==> config.mk <==
export PLATFORM = sky130hd
export DESIGN_NAME = inst_mem_responder_flat
export DESIGN_NICKNAME = d
export VERILOG_FILES = /design/src/rtl/inst_mem_responder_pkg.sv /design/src/rtl/inst_mem_responder_if.sv /design/src/rtl/inst_byte_assembler.sv /design/src/rtl/inst_mem_responder.sv /design/src/flat_wrapper.sv
export SDC_FILE = /design/constraint.sdc
export NUM_CORES = 1
export LEC_CHECK = 0
export BUFFER_PORTS_ARGS = -buffer_cell sky130_fd_sc_hd__buf_2
export CAP_MARGIN = 20
export CORE_ASPECT_RATIO = 0.5
export CORE_MARGIN = 5
export CORE_UTILIZATION = 37
export DETAILED_ROUTE_END_ITERATION = 7
export SLEW_MARGIN = 0
export SYNTH_ARGS = -nofsm -noshare
export SYNTH_HDL_FRONTEND = slang
export SYNTH_SLANG_ARGS = --single-unit
export TNS_END_PERCENT = 100
==> constraint.sdc <==
create_clock -name clk -period 4.7 [get_ports clk]
set_input_delay 0.47 -clock clk [delete_from_list [all_inputs] [get_ports clk]]
set_output_delay 0.47 -clock clk [all_outputs]
set_load 0.005 [all_outputs]
==> src/rtl/inst_mem_responder_pkg.sv <==
// Shared definitions for the instruction-fetch responder: bus types, fill FSM
// encoding and the default backing-memory address width.
package inst_mem_responder_pkg;

  localparam int unsigned INST_ADDR_W    = 32;
  localparam int unsigned INST_W         = 32;
  localparam int unsigned MEM_AW_DEFAULT = 17;

  typedef logic [INST_ADDR_W-1:0] inst_addr_bus_t;
  typedef logic [INST_W-1:0]      inst_bus_t;
  typedef logic [INST_ADDR_W-3:0] buf_tag_t;

  localparam inst_bus_t ZERO_WORD = '0;

  typedef enum logic {
    FETCH_IDLE = 1'b0,
    FETCH_BUSY = 1'b1
  } fetch_state_e;

endpackage

==> src/rtl/inst_mem_responder_if.sv <==
// Fetch-port and byte-memory signals seen by the instruction responder.
interface inst_mem_responder_if
  import inst_mem_responder_pkg::*;
#(
  parameter int unsigned MEM_AW = MEM_AW_DEFAULT
);

  logic              ce_i;
  inst_addr_bus_t    addr_i;
  inst_bus_t         inst_o;
  logic              stall_o;
  logic              inv_i;
  logic              mem_re_o;
  logic [MEM_AW-1:0] mem_addr_o;
  logic [7:0]        mem_data_i;
  logic              mem_valid_i;

  modport slave (
    input  ce_i, addr_i, inv_i, mem_data_i, mem_valid_i,
    output inst_o, stall_o, mem_re_o, mem_addr_o
  );

  modport master (
    output ce_i, addr_i, inv_i, mem_data_i, mem_valid_i,
    input  inst_o, stall_o, mem_re_o, mem_addr_o
  );

endinterface

==> src/rtl/inst_byte_assembler.sv <==
// Collects four little-endian bytes into the fetch buffer word and pulses
// done on the fourth accepted byte.
module inst_byte_assembler
  import inst_mem_responder_pkg::*;
(
  input  logic       clk,
  input  logic       rst,
  input  logic       clear,
  input  logic       en,
  input  logic [7:0] data,
  output logic [1:0] idx,
  output inst_bus_t  word,
  output logic       done
);

  always_ff @(posedge clk) begin
    if (rst || clear) begin
      idx  <= '0;
      word <= '0;
    end else if (en) begin
      word[8*idx +: 8] <= data;
      idx              <= idx + 2'd1;
    end
  end

  assign done = en && (idx == 2'd3);

endmodule

==> src/rtl/inst_mem_responder.sv <==
// Instruction-fetch responder: one-word fetch buffer in front of a byte-wide,
// variable-latency memory; misses stall the core until the word is filled.
module inst_mem_responder
  import inst_mem_responder_pkg::*;
#(
  parameter int unsigned MEM_AW = MEM_AW_DEFAULT
)(
  input  logic                 clk,
  input  logic                 rst,
  inst_mem_responder_if.slave  bus
);

  fetch_state_e state, state_nxt;
  logic         buf_valid;
  buf_tag_t     buf_tag;
  inst_bus_t    buf_data;
  logic [1:0]   idx;
  logic         hit;
  logic         busy;
  logic         miss_start;
  logic         abort;
  logic         byte_en;
  logic         fill_done;
  logic         addr_lsb_unused;

  assign addr_lsb_unused = ^bus.addr_i[1:0];

  assign busy       = (state == FETCH_BUSY);
  assign hit        = bus.ce_i && buf_valid && (buf_tag == bus.addr_i[31:2]);
  assign miss_start = !busy && bus.ce_i && !hit;
  assign abort      = busy && !bus.ce_i;
  assign byte_en    = busy && bus.ce_i && bus.mem_valid_i;

  inst_byte_assembler u_asm (
    .clk  (clk),
    .rst  (rst),
    .clear(abort),
    .en   (byte_en),
    .data (bus.mem_data_i),
    .idx  (idx),
    .word (buf_data),
    .done (fill_done)
  );

  always_comb begin
    state_nxt = state;
    case (state)
      FETCH_IDLE: if (miss_start) state_nxt = FETCH_BUSY;
      FETCH_BUSY: if (!bus.ce_i || fill_done) state_nxt = FETCH_IDLE;
      default:    state_nxt = FETCH_IDLE;
    endcase
  end

  always_comb begin
    bus.inst_o     = ZERO_WORD;
    bus.stall_o    = 1'b0;
    bus.mem_re_o   = 1'b0;
    bus.mem_addr_o = '0;
    if (!rst) begin
      if (hit) bus.inst_o = buf_data;
      bus.stall_o = bus.ce_i && !hit;
      if (busy) begin
        bus.mem_re_o   = 1'b1;
        bus.mem_addr_o = {bus.addr_i[MEM_AW-1:2], idx};
      end
    end
  end

  // A new fill overwrites the buffer lanes, so the old word stops being
  // valid as soon as the miss is taken; invalidate beats fill completion.
  always_ff @(posedge clk) begin
    if (rst) begin
      state     <= FETCH_IDLE;
      buf_valid <= 1'b0;
      buf_tag   <= '0;
    end else begin
      state <= state_nxt;
      if (bus.inv_i)       buf_valid <= 1'b0;
      else if (fill_done)  buf_valid <= 1'b1;
      else if (miss_start) buf_valid <= 1'b0;
      if (fill_done) buf_tag <= bus.addr_i[31:2];
    end
  end

endmodule
==> src/flat_wrapper.sv <==
// flat-port wrapper written by rule: the top's interface ports become plain ports
module inst_mem_responder_flat import inst_mem_responder_pkg::*;
#(
  parameter int unsigned MEM_AW = MEM_AW_DEFAULT
)
  (clk, rst, bus_ce_i, bus_addr_i, bus_inv_i, bus_mem_data_i, bus_mem_valid_i, bus_inst_o, bus_stall_o, bus_mem_re_o, bus_mem_addr_o);
  inst_mem_responder_if #(.MEM_AW(MEM_AW)) bus_i ();
  input  logic clk;
  input  logic rst;
  input wire logic [$bits(bus_i.ce_i)-1:0] bus_ce_i;
  input wire logic [$bits(bus_i.addr_i)-1:0] bus_addr_i;
  input wire logic [$bits(bus_i.inv_i)-1:0] bus_inv_i;
  input wire logic [$bits(bus_i.mem_data_i)-1:0] bus_mem_data_i;
  input wire logic [$bits(bus_i.mem_valid_i)-1:0] bus_mem_valid_i;
  output wire logic [$bits(bus_i.inst_o)-1:0] bus_inst_o;
  output wire logic [$bits(bus_i.stall_o)-1:0] bus_stall_o;
  output wire logic [$bits(bus_i.mem_re_o)-1:0] bus_mem_re_o;
  output wire logic [$bits(bus_i.mem_addr_o)-1:0] bus_mem_addr_o;
  assign bus_i.ce_i = bus_ce_i;
  assign bus_i.addr_i = bus_addr_i;
  assign bus_i.inv_i = bus_inv_i;
  assign bus_i.mem_data_i = bus_mem_data_i;
  assign bus_i.mem_valid_i = bus_mem_valid_i;
  assign bus_inst_o = bus_i.inst_o;
  assign bus_stall_o = bus_i.stall_o;
  assign bus_mem_re_o = bus_i.mem_re_o;
  assign bus_mem_addr_o = bus_i.mem_addr_o;
  inst_mem_responder #(.MEM_AW(MEM_AW)) u_core (.clk(clk), .rst(rst), .bus(bus_i));
endmodule
==> metrics <==
Final Wtd Congestion=roughly 0.8; Cell variety after synth=28; total CTS buffers=9; CTS resizes=0; crit end category=output pin; critical path arrival=approximately 2.6 ns; commonest non-fill, non-tap cells in the layout=93 x buf_2, 88 x nand2_1, 66 x dfxtp_1; PwrDens=357 mW/mm²; global-route wire length before repair=between 10,000 and 15,000 µm; Post-Place Cell Area=0.00363 mm²; VDD IR max=roughly 180 µV; sequential fraction of the synthesis area=0.422; most common cell after layout, fill and taps aside=buf_2; fmax=roughly 330 MHz; Max Cap Viol=0; Synth async-reset ratio=0; share of cells above drive strength 1=0.241; Crit Path Max Fanout=32; Worst Hold Class=primary input to flip-flop; DRC viols=0; Slew Limit Fails=0; top_reg_cell synth=dfxtp_1; DRT antenna net count=0; final clock skew=just over 0.006 ns; Initial Utilization=0.385; top post-synthesis cells by area=dfxtp_1 42%, nand2_1 11%, and2_1 10%; Synth area leader=dfxtp_1; pin count of the biggest net entering global routing=between 40 and 50; Syn Nets=between 400 and 500; Core Region=between 0.008 and 0.009 mm²; P_leak=~0.0017 µW; synth warn=0; DRT Pass-1 Iters=4; Clock Tree Root=clkbuf_16; mapped cell area=0.00313 mm²; post-synth top area share=0.422; delay of the slowest critical-path stage=~0.74 ns; crit path kind=flip-flop to output pin; hold_buf cts=0; # Post-CTS Setup Buffers=0; fin crit share=0.648; deepest clock path buffer count=2; actual slew at the worst max-slew pin=around 1.0 ns; GRT Util Overall=0.157; Die Height=between 70 and 80 µm; Port Buf Inserts=93; Fin Setup TNS=0 ns; Worst-Skew Late Latency=around 0.33 ns; Area Overhead vs Synth=27.2%; Slowest-stage cell, CP=nor3_4; I/O Pins=96; vias in the first global route=between 2,000 and 3,000; Post-synth EDFFs=0; gr ovfl total=0; half-perimeter wire length after placement=around 5600 µm; fillers=approximately 860; NumNets Final=between 500 and 600; outcome=complete, no violations; htree depth=3; drt total wl=between 7000 and 8000 µm; via/cell ratio=between 4 and 5; Sink Count=66; die area=about 0.011 mm²; area of the multi-input gates=0.00167 mm²; design area=between 0.003 and 0.004 mm²; Setup Viol. Count Final=0; worst-path cell chain=xor2_1 -> nor4_1 -> nand4_1 -> nor3_4 -> and2_1 -> buf_2; cell count after synthesis=slightly below 400; post-synthesis area per instance=around 8 µm²; RSZ-0062 raised after global routing=no; CP Launch Type=flip-flop; Seq cells post-synth=between 60 and 70; final hold viol count=0; Rel. slew slack=0.332; Final min period=3.04 ns; antenna fix cells=0; initial antenna violation count=0; CTS tree=yes; # rows=23; DR iter-0 viols=182; die width=140 µm; CTS clock-pin slew for the worst setup and hold paths=roughly 0.060 ns; register area=around 0.0013 mm²; total number of vias=about 2,800; WP data required=between 4 and 5 ns; WL/cell=~13 µm
power by group:
group          switching (µW)  internal (µW)
Clock                     239            545
Sequential               1.63            562
Combinational            45.0           26.9
final timing paths:
check                                      startpoint                     to  slack [ns]  depth (start not counted)
worst max-delay path                u_core.buf_tag[1]         bus_inst_o[17]        1.66                          6
worst min-delay path                   bus_addr_i[27]     u_core.buf_tag[25]        0.40                          3
worst max register to register    u_core.u_asm.idx[0]  u_core.u_asm.word[23]        2.64                          6
worst min register to register  u_core.u_asm.word[22]  u_core.u_asm.word[22]        0.45                          2
metal layers:
metal / GRT usage / vias up / routed length (µm)
met2: 0.265 / 66 / 3820
met1: 0.194 / 1292 / 3590
li1: - / 1472 / -
met5: 0 / - / 0
met4: 0.0516 / 0 / 60
met3: 0.0546 / 5 / 481
cell type report:
type / count / area share
multi-input cells: 300 / 0.419
flip-flops and latches: 66 / 0.332
repair buffers: 95 / 0.121
clock buffers: 11 / 0.0635
well taps: 112 / 0.0352
clock inverters: 5 / 0.0252
inverters: 5 / 0.00472
stage by stage:
stage	util	total power, µW	instances	hold WS (ns)	setup WS (ns)
CTS	0.490	1430	594	0.386	1.57
global route	0.490	1470	594	0.396	1.36
finish	0.490	1420	594	0.395	1.66
floorplan	-	607	395	0.427	2.61
detailed placement	0.447	649	578	0.441	1.66
global placement	0.447	648	578	0.438	1.70
cell usage after synthesis, types with 2 or more instances:
library cell,n
inv_2,2
nand3_1,24
ha_1,5
inv_1,3
a21oi_1,54
and3_1,2
clkbuf_1,13
nor3_1,6
a22oi_1,9
nor2_1,12
xor2_1,30
nand4_1,2
nand2_1,88
nor4_1,8
buf_2,8
buf_6,3
dfxtp_1,66
and2_1,50
logic make-up after synthesis:
| family | synth area share |
|---|---|
| xor gates and xnor gates | 0.0840 |
| AOI/OAI and AO/OA | 0.116 |
| adders and majority gates | 0.0200 |
| muxes | 0.00320 |
| and+or+nand+nor | 0.310 |
| buffers and inverters | 0.0452 |
| DFF | 0.422 |
state kept, by name, indices dropped and copies added, names as in the netlist:
register / cells
u_core.u_asm.idx: 2
u_core.u_asm.word: 32
u_core.buf_tag: 30
u_core.busy: 1
u_core.buf_valid: 1
worst max-delay path, delay by kind of cell, from the launching register on:
family        cells  cell delay (ns)
buf+inv           1             0.11
flops             1             0.32
simple gates      4             1.64
xor+xnor          1             0.15
(Power assumes the default switching activity.)
